**src/rtl/seq_detector_param.sv**
```systemverilog
// rtl/seq_detector_param.sv - parametrised serial bit-sequence detector
// Run-time loadable pattern, valid qualifier, overlap mode, saturating match counter.
module seq_detector_param #(
    parameter int             LEN           = 4,
    parameter int             COUNT_W       = 8,
    parameter logic [LEN-1:0] RESET_PATTERN = LEN'(4'b1011)
) (
    input  logic               clk,
    input  logic               rst_n,
    input  logic               i,
    input  logic               i_valid,
    input  logic               cfg_load,
    input  logic [LEN-1:0]     cfg_pattern,
    input  logic               cfg_overlap,
    input  logic               cnt_clr,
    output logic               o,
    output logic [COUNT_W-1:0] match_cnt,
    output logic               cnt_sat
);

    localparam int FILL_W = (LEN > 2) ? $clog2(LEN) : 1;
    localparam logic [FILL_W-1:0] FILL_MAX = FILL_W'(LEN - 1);
    localparam logic [COUNT_W-1:0] CNT_MAX = {COUNT_W{1'b1}};

    logic [LEN-2:0]     hist_q, hist_d;
    logic [FILL_W-1:0]  fill_q, fill_d;
    logic [LEN-1:0]     pattern_q, pattern_d;
    logic               overlap_q, overlap_d;
    logic               o_q, o_d;
    logic [COUNT_W-1:0] cnt_q, cnt_d;
    logic               sat_q, sat_d;
    logic [LEN-1:0]     word;
    logic               hit;

    always_ff @(posedge clk or negedge rst_n) begin
        if (!rst_n) begin
            hist_q    <= '0;
            fill_q    <= '0;
            pattern_q <= RESET_PATTERN;
            overlap_q <= 1'b1;
            o_q       <= 1'b0;
            cnt_q     <= '0;
            sat_q     <= 1'b0;
        end else begin
            hist_q    <= hist_d;
            fill_q    <= fill_d;
            pattern_q <= pattern_d;
            overlap_q <= overlap_d;
            o_q       <= o_d;
            cnt_q     <= cnt_d;
            sat_q     <= sat_d;
        end
    end

    always_comb begin
        hist_d    = hist_q;
        fill_d    = fill_q;
        pattern_d = pattern_q;
        overlap_d = overlap_q;
        o_d       = 1'b0;
        hit       = 1'b0;
        word      = {hist_q, i};

        if (cfg_load) begin
            pattern_d = cfg_pattern;
            overlap_d = cfg_overlap;
            hist_d    = '0;
            fill_d    = '0;
        end else if (i_valid) begin
            // A zeroed history must not match until LEN real bits have arrived.
            hit = (fill_q == FILL_MAX) && (word == pattern_q);
            if (hit) begin
                o_d = 1'b1;
                if (overlap_q) begin
                    hist_d = word[LEN-2:0];
                end else begin
                    hist_d = '0;
                    fill_d = '0;
                end
            end else begin
                hist_d = word[LEN-2:0];
                fill_d = (fill_q == FILL_MAX) ? FILL_MAX : fill_q + FILL_W'(1);
            end
        end
    end

    always_comb begin
        cnt_d = cnt_q;
        sat_d = sat_q;
        if (cnt_clr) begin
            cnt_d = '0;
            sat_d = 1'b0;
        end else if (hit && (cnt_q != CNT_MAX)) begin
            cnt_d = cnt_q + COUNT_W'(1);
            if (cnt_q == CNT_MAX - COUNT_W'(1)) begin
                sat_d = 1'b1;
            end
        end
    end

    assign o         = o_q;
    assign match_cnt = cnt_q;
    assign cnt_sat   = sat_q;

endmodule

```
**config.mk**
```make
export PLATFORM = sky130hd
export DESIGN_NAME = seq_detector_param
export DESIGN_NICKNAME = d
export VERILOG_FILES = /design/src/rtl/seq_detector_param.sv
export SDC_FILE = /design/constraint.sdc
export NUM_CORES = 1
export LEC_CHECK = 0
export BUFFER_PORTS_ARGS = -buffer_cell sky130_fd_sc_hd__buf_2
export CAP_MARGIN = 0
export CORE_ASPECT_RATIO = 1.1
export CORE_MARGIN = 5
export CORE_UTILIZATION = 45
export DETAILED_ROUTE_END_ITERATION = 16
export PLACE_DENSITY = 0.76
export SLEW_MARGIN = 20
export SYNTH_ARGS = -nofsm -noshare
export SYNTH_HDL_FRONTEND = slang
export SYNTH_SLANG_ARGS = --single-unit
```
**constraint.sdc**
```tcl
create_clock -name clk -period 1.65 [get_ports clk]
set_input_delay 0.0825 -clock clk [delete_from_list [all_inputs] [get_ports clk]]
set_output_delay 0.0825 -clock clk [all_outputs]
set_load 0.02 [all_outputs]
```
Yosys cells after proc, flatten, opt, wreduce, memory -nomap -nowiden

Index checks and enable logic that the tools add are counted.

Register bits: 20
Input bits: 11
Output and inout port bits: 10
Logic and storage cells: 40

$add $sub $neg: 2
Equality and inequality tests: 5
Multiplexer cells: 19
Reductions and logical operators: 7

Operators with widths:

| kind                                        | number |
|---|---|
| two-way mux 8 bit                           | 2 |
| two-way mux 3 bit                           | 4 |
| two-way mux 2 bit                           | 5 |
| adder 8 x 1 -> 8 bit, second input constant | 1 |
| equality test 8 bit, second input constant  | 1 |
| two-way mux 1 bit                           | 8 |
| != test 8 bit, second input constant        | 1 |
| nonzero test 2 bit                          | 3 |
| equality test 4 bit                         | 1 |
| AND reduction 2 bit                         | 2 |
| != test 3 bit, second input constant        | 1 |
| adder 2 x 1 -> 2 bit, second input constant | 1 |
| equality test 2 bit, second input constant  | 1 |
| logical AND 1 bit                           | 2 |

Longest topological paths before layout

Word-level depth: 7
Gate-level depth with buffers: 5
Gate-level depth less buffers: 5

Worst setup path before layout

OpenSTA, ideal clock, no wires.

Kind: reg-to-reg
Start point: register pattern_q[3]
End point: register cnt_q[4], in the netlist match_cnt[4]
Setup time: 0.125 ns
Arrival: 1.467 ns
Required time: 1.525 ns
Slack: 0.059 ns
Cell stages (with the launch flop): 5
Buffers on the path: 0
Clock period less this slack: 1.591 ns
Cell sequence: dfstp_2 xnor2_1 nand4_1 nor4_1 mux2_2

Word-level cells in the longest chain between the ends: 6

RTL lines:

| item                         | line | source |
|---|---|---|
| start: declaration           | 27   | `logic [LEN-1:0] pattern_q, pattern_d;` |
| start signal: assignment     | 47   | `pattern_q <= pattern_d;` |
| equality test 4 bit          | 71   | `hit = (fill_q == FILL_MAX) && (word == pattern_q);` |
| logical AND 1 bit            | 71   |  |
| two-way mux 1 bit            | 69   | `end else if (i_valid) begin` |
| two-way mux 1 bit            | 64   | `if (cfg_load) begin` |
| logical AND 1 bit            | 93   | `end else if (hit && (cnt_q != CNT_MAX)) begin` |
| nonzero test 2 bit (no line) | --   |  |
| end signal: assignment       | 50   | `cnt_q <= cnt_d;` |
| end: declaration             | 30   | `logic [COUNT_W-1:0] cnt_q, cnt_d;` |

Every way passes these cells.
A chain may end at the register's enable or synchronous reset.

Worst setup path after layout

Ends and elaborated chain as after synthesis.

==> results.txt <==
- Total via count in the routed design: 877
- The initial antenna violation count came to 0.
- Synthesis-to-finish area growth: 22.35%
* WL final: 2249 um
- Top cells by area, synth: sky130_fd_sc_hd__dfrtp_1 (38%), sky130_fd_sc_hd__dfstp_2 (9.9%), sky130_fd_sc_hd__mux2_2 (7.4%)
* Unique cell type count in the Yosys netlist: 32
* Total setup violations reported at the end of the flow: 0
- CP Launch Type: flip-flop
- Setup slack on the critical path of the routed design comes to 60.85 ps.
- The synthesized netlist occupies a cell area of 0.001064 mm2.
- Relative max-transition margin: 69.63%
- Total congestion overflow: 0
- The most used flip-flop cell after synthesis is sky130_fd_sc_hd__dfrtp_1.
* Min-Delay Startpoint: cfg_pattern[3]
- CTS max path bufs: 2
* Yosys top cell area share: 37.65%
- The floorplan step set the die width to 56.35 um.
* Number of antenna cells inserted: 0
- Counting every net in the synthesized netlist gives 115.
- Pin count of the biggest net entering global routing: 21
* Core Box Area: 0.002252 mm2
- Based on the critical path, the design can be clocked at up to 629.3 MHz.
- The floorplan step defined a die boundary enclosing 0.003437 mm2.
* Wire length of the first global-routing pass: 3933 um
- Ports placed on the boundary: 21
* Number of clock sinks: 20
- Post-layout power: 0.9135 mW
- The analysis attributes to cell leakage a power of 0.5825 nW.
- Leading post-synthesis cells by instance count: sky130_fd_sc_hd__dfrtp_1 (16), sky130_fd_sc_hd__nor2_1 (10), sky130_fd_sc_hd__mux2_2 (7), sky130_fd_sc_hd__inv_1 (6)
- Among all cell types in the netlist, the one instantiated most often is sky130_fd_sc_hd__dfrtp_1.
- The signal on the critical path passes through xnor2_1 -> nand4_1 -> nor4_2 -> mux2_2.
- Number of warnings issued by yosys: 0
* Largest voltage drop on the vdd net: 0.5220 mV
- Count of unresolved DRC violations after routing: 0
* Worst reg-to-reg path cell count: 4
- Critical Path Max Stage Delay: 560 ps
- For this block, the initial DRC count from the detailed router was 34.
- Data on the critical path is required at its endpoint by 1840 ps.
* Htree depth: 1
- The first detailed-routing pass ran for 3 iterations.
* Clock tree from TritonCTS: yes
- Instance area at placement: 0.001219 mm2
* Asr flop ratio synth: 100.0%
- After layout, the worst path uses 96.31% of the clock period.
* Count of nets left with antenna violations after detail routing: 0
- Crit path arrival time: 1780 ps
- Minimum clock period after layout: 1589 ps
* Post-synthesis instance total: 102
- Count of buffering cells on the critical path with inverters included: 0
- Average vias per placed instance: 5.447
* Detailed Place HPWL: 1723 um
* Placed cell count: 154
- The flow ran to the end, and the final reports show no timing, DRC or antenna violations.
- WL per Instance: 13.97 um
- Type of the most critical hold path: input pin to flip-flop
* Global placement routability congestion: 0.7491
- The critical path is of the flip-flop to flip-flop type.
- Clock tree synthesis inserted a total of 3 buffers.
- Clock tree synthesis selected as its root buffer the cell sky130_fd_sc_hd__clkbuf_4.
- After the last flow step, the layout net total stands at 145.
- Slack of the worst reg-to-reg path: 60 ps
* Design area: 0.001301 mm2
- The largest total area in the synthesized netlist belongs to sky130_fd_sc_hd__dfrtp_1.
* Final non-filler cell total: 161
- Origin of the critical flop-to-flop path: pattern_q[3]$_DFFE_PN1P_
* Maximum fanout along the worst path: 2
- Tightest Pin Transition: 455.5 ps
- Port-buffer cells: 20
* Sequential fraction of the synthesis area: 47.53%
- Largest delay contributor family on the critical path: flip-flops
- For this configuration, the core starts out at a cell density of 47.22%.
- Across the run, the number of max-cap violations was 0.
- The worst hold path was traced through 2 stages.
- Endpoint of the most critical register-to-register path: match_cnt[4]$_DFFE_PN0P_
- Setup repair after global routing could not meet its margin everywhere.
* Endpoint with the worst hold slack: pattern_q[3]$_DFFE_PN1P_
- The number of global-route vias before repair was 890.
- Cells with a size suffix above 1 make up 38.93% of the layout.
- The number of max-slew violations in the final report is 0.
- The initialized floorplan defines 18 standard-cell rows.
- Clock transition at the register clock pins on the worst setup and hold paths after CTS: 110 ps
- Measured along the y axis, the die boundary spans 60.99 um.
* Mean instance size in the synthesized netlist: 10.43 um2
- Power spread over the standard cell area amounts to 702.1 mW/mm2.
- Clock skew on the completed layout was measured at 1.286 ps.
* Crit. End Element: flip-flop
- The synthesized design contains 20 register bits.
* Slowest-stage cell, CP: sky130_fd_sc_hd__dfstp_2
- Global routing used 14.56% of the available tracks.
* Worst setup slack before clock tree synthesis: 41.11 ps
* Number of hold violations in the final report: 0
- Yosys mapped a number of flops with a built-in enable equal to 0.
- Latest clock arrival within the worst-skew pair: 300 ps
- Setup total negative slack: 0 ps
per-layer routing:
layer / track usage (%) / part of all wire [%] / routed length [um] / vias up
li1: - / - / - / 425
met2: 26.71 / 49 / 1111 / 18
met3: 3.404 / 5.2 / 118 / 4
met5: 0 / 0 / 0 / -
met1: 16.51 / 44 / 990 / 430
met4: 6.102 / 1.2 / 27 / 0
what timing repair did:
| item | 4_1_cts | 5_1_grt |
|---|---|---|
| setup buffers | 0 | 0 |
| hold buffers | 2 | 1 |
| hold endpoints to repair | 17 | 1 |
| gates resized for setup | 0 | 5 |
| setup endpoints to repair | 0 | 2 |
worst reg2reg max path: cells and delay by family (launching register included):
family / cells / cell delay [ps]
mux: 1 / 360
xor+xnor: 1 / 120
flops: 1 / 560
simple gates: 2 / 450
report_power, final:
part,total [mW],switching (mW),internal (mW)
Sequential,0.531,0.0154,0.516
Clock,0.281,0.147,0.135
Combinational,0.101,0.0497,0.0511
cells in the final DEF, fill, tap and decap left out, drive strengths merged, types with 2 or more instances in the layout:
| cell type | instances |
|---|---|
| a211oi | 3 |
| a21oi | 5 |
| a31oi | 5 |
| and3 | 3 |
| and4 | 2 |
| buf | 27 |
| clkbuf | 4 |
| dfrtp | 16 |
| dfstp | 4 |
| dlygate4sd3 | 3 |
| ha | 2 |
| inv | 6 |
| mux2 | 8 |
| mux2i | 3 |
| nand2 | 3 |
| nand3 | 4 |
| nand4 | 4 |
| nor2 | 11 |
| nor2b | 3 |
| nor3 | 2 |
| nor4 | 2 |
| o21ai | 2 |
| xnor2 | 4 |
metrics by stage:
step | hold slack (ps) | util [%]
6_report | 14.76 | 57.78
4_1_cts | 1.873 | 56.61
2_1_floorplan | -213.1 | -
3_3_place_gp | 50.74 | 54.11
5_1_grt | 7.929 | 57.78
3_5_place_dp | 51.50 | 54.11
area by class of cell:
class | count | area (um2)
Multi-Input combinational cell | 71 | 516.7
Fill cell | 209 | 950.9
Clock buffer | 4 | 36.28
Sequential cell | 20 | 505.5
Timing Repair Buffer | 30 | 182.7
Tap cell | 30 | 37.54
Inverter | 6 | 22.52
flip-flops by register name (all words and copies together) (netlist names):
name,count
hist_q,3
o,1
overlap_q,1
pattern_q,4
cnt_sat,1
match_cnt,8
fill_q,2
cell families after synthesis:
family	synth area share [%]
AO/OA/AOI/OAI	10.71
XOR/XNOR	3.294
adder cells (fa/ha/maj)	2.353
buffers and inverters	5.410
flip-flops	47.53
multiplexers	11.65
AND/OR/NAND/NOR	19.06
worst max-delay path by stage:
stage	from	endpoint	cells past startpoint
6_report	pattern_q[3]$_DFFE_PN1P_	match_cnt[4]$_DFFE_PN0P_	4
5_1_grt	pattern_q[1]$_DFFE_PN1P_	match_cnt[4]$_DFFE_PN0P_	4
4_1_cts	pattern_q[3]$_DFFE_PN1P_	match_cnt[4]$_DFFE_PN0P_	4
3_5_place_dp	pattern_q[3]$_DFFE_PN1P_	match_cnt[4]$_DFFE_PN0P_	4
3_3_place_gp	pattern_q[0]$_DFFE_PN1P_	match_cnt[4]$_DFFE_PN0P_	4
2_1_floorplan	pattern_q[3]$_DFFE_PN1P_	match_cnt[4]$_DFFE_PN0P_	4
(Power assumes the default switching activity.)
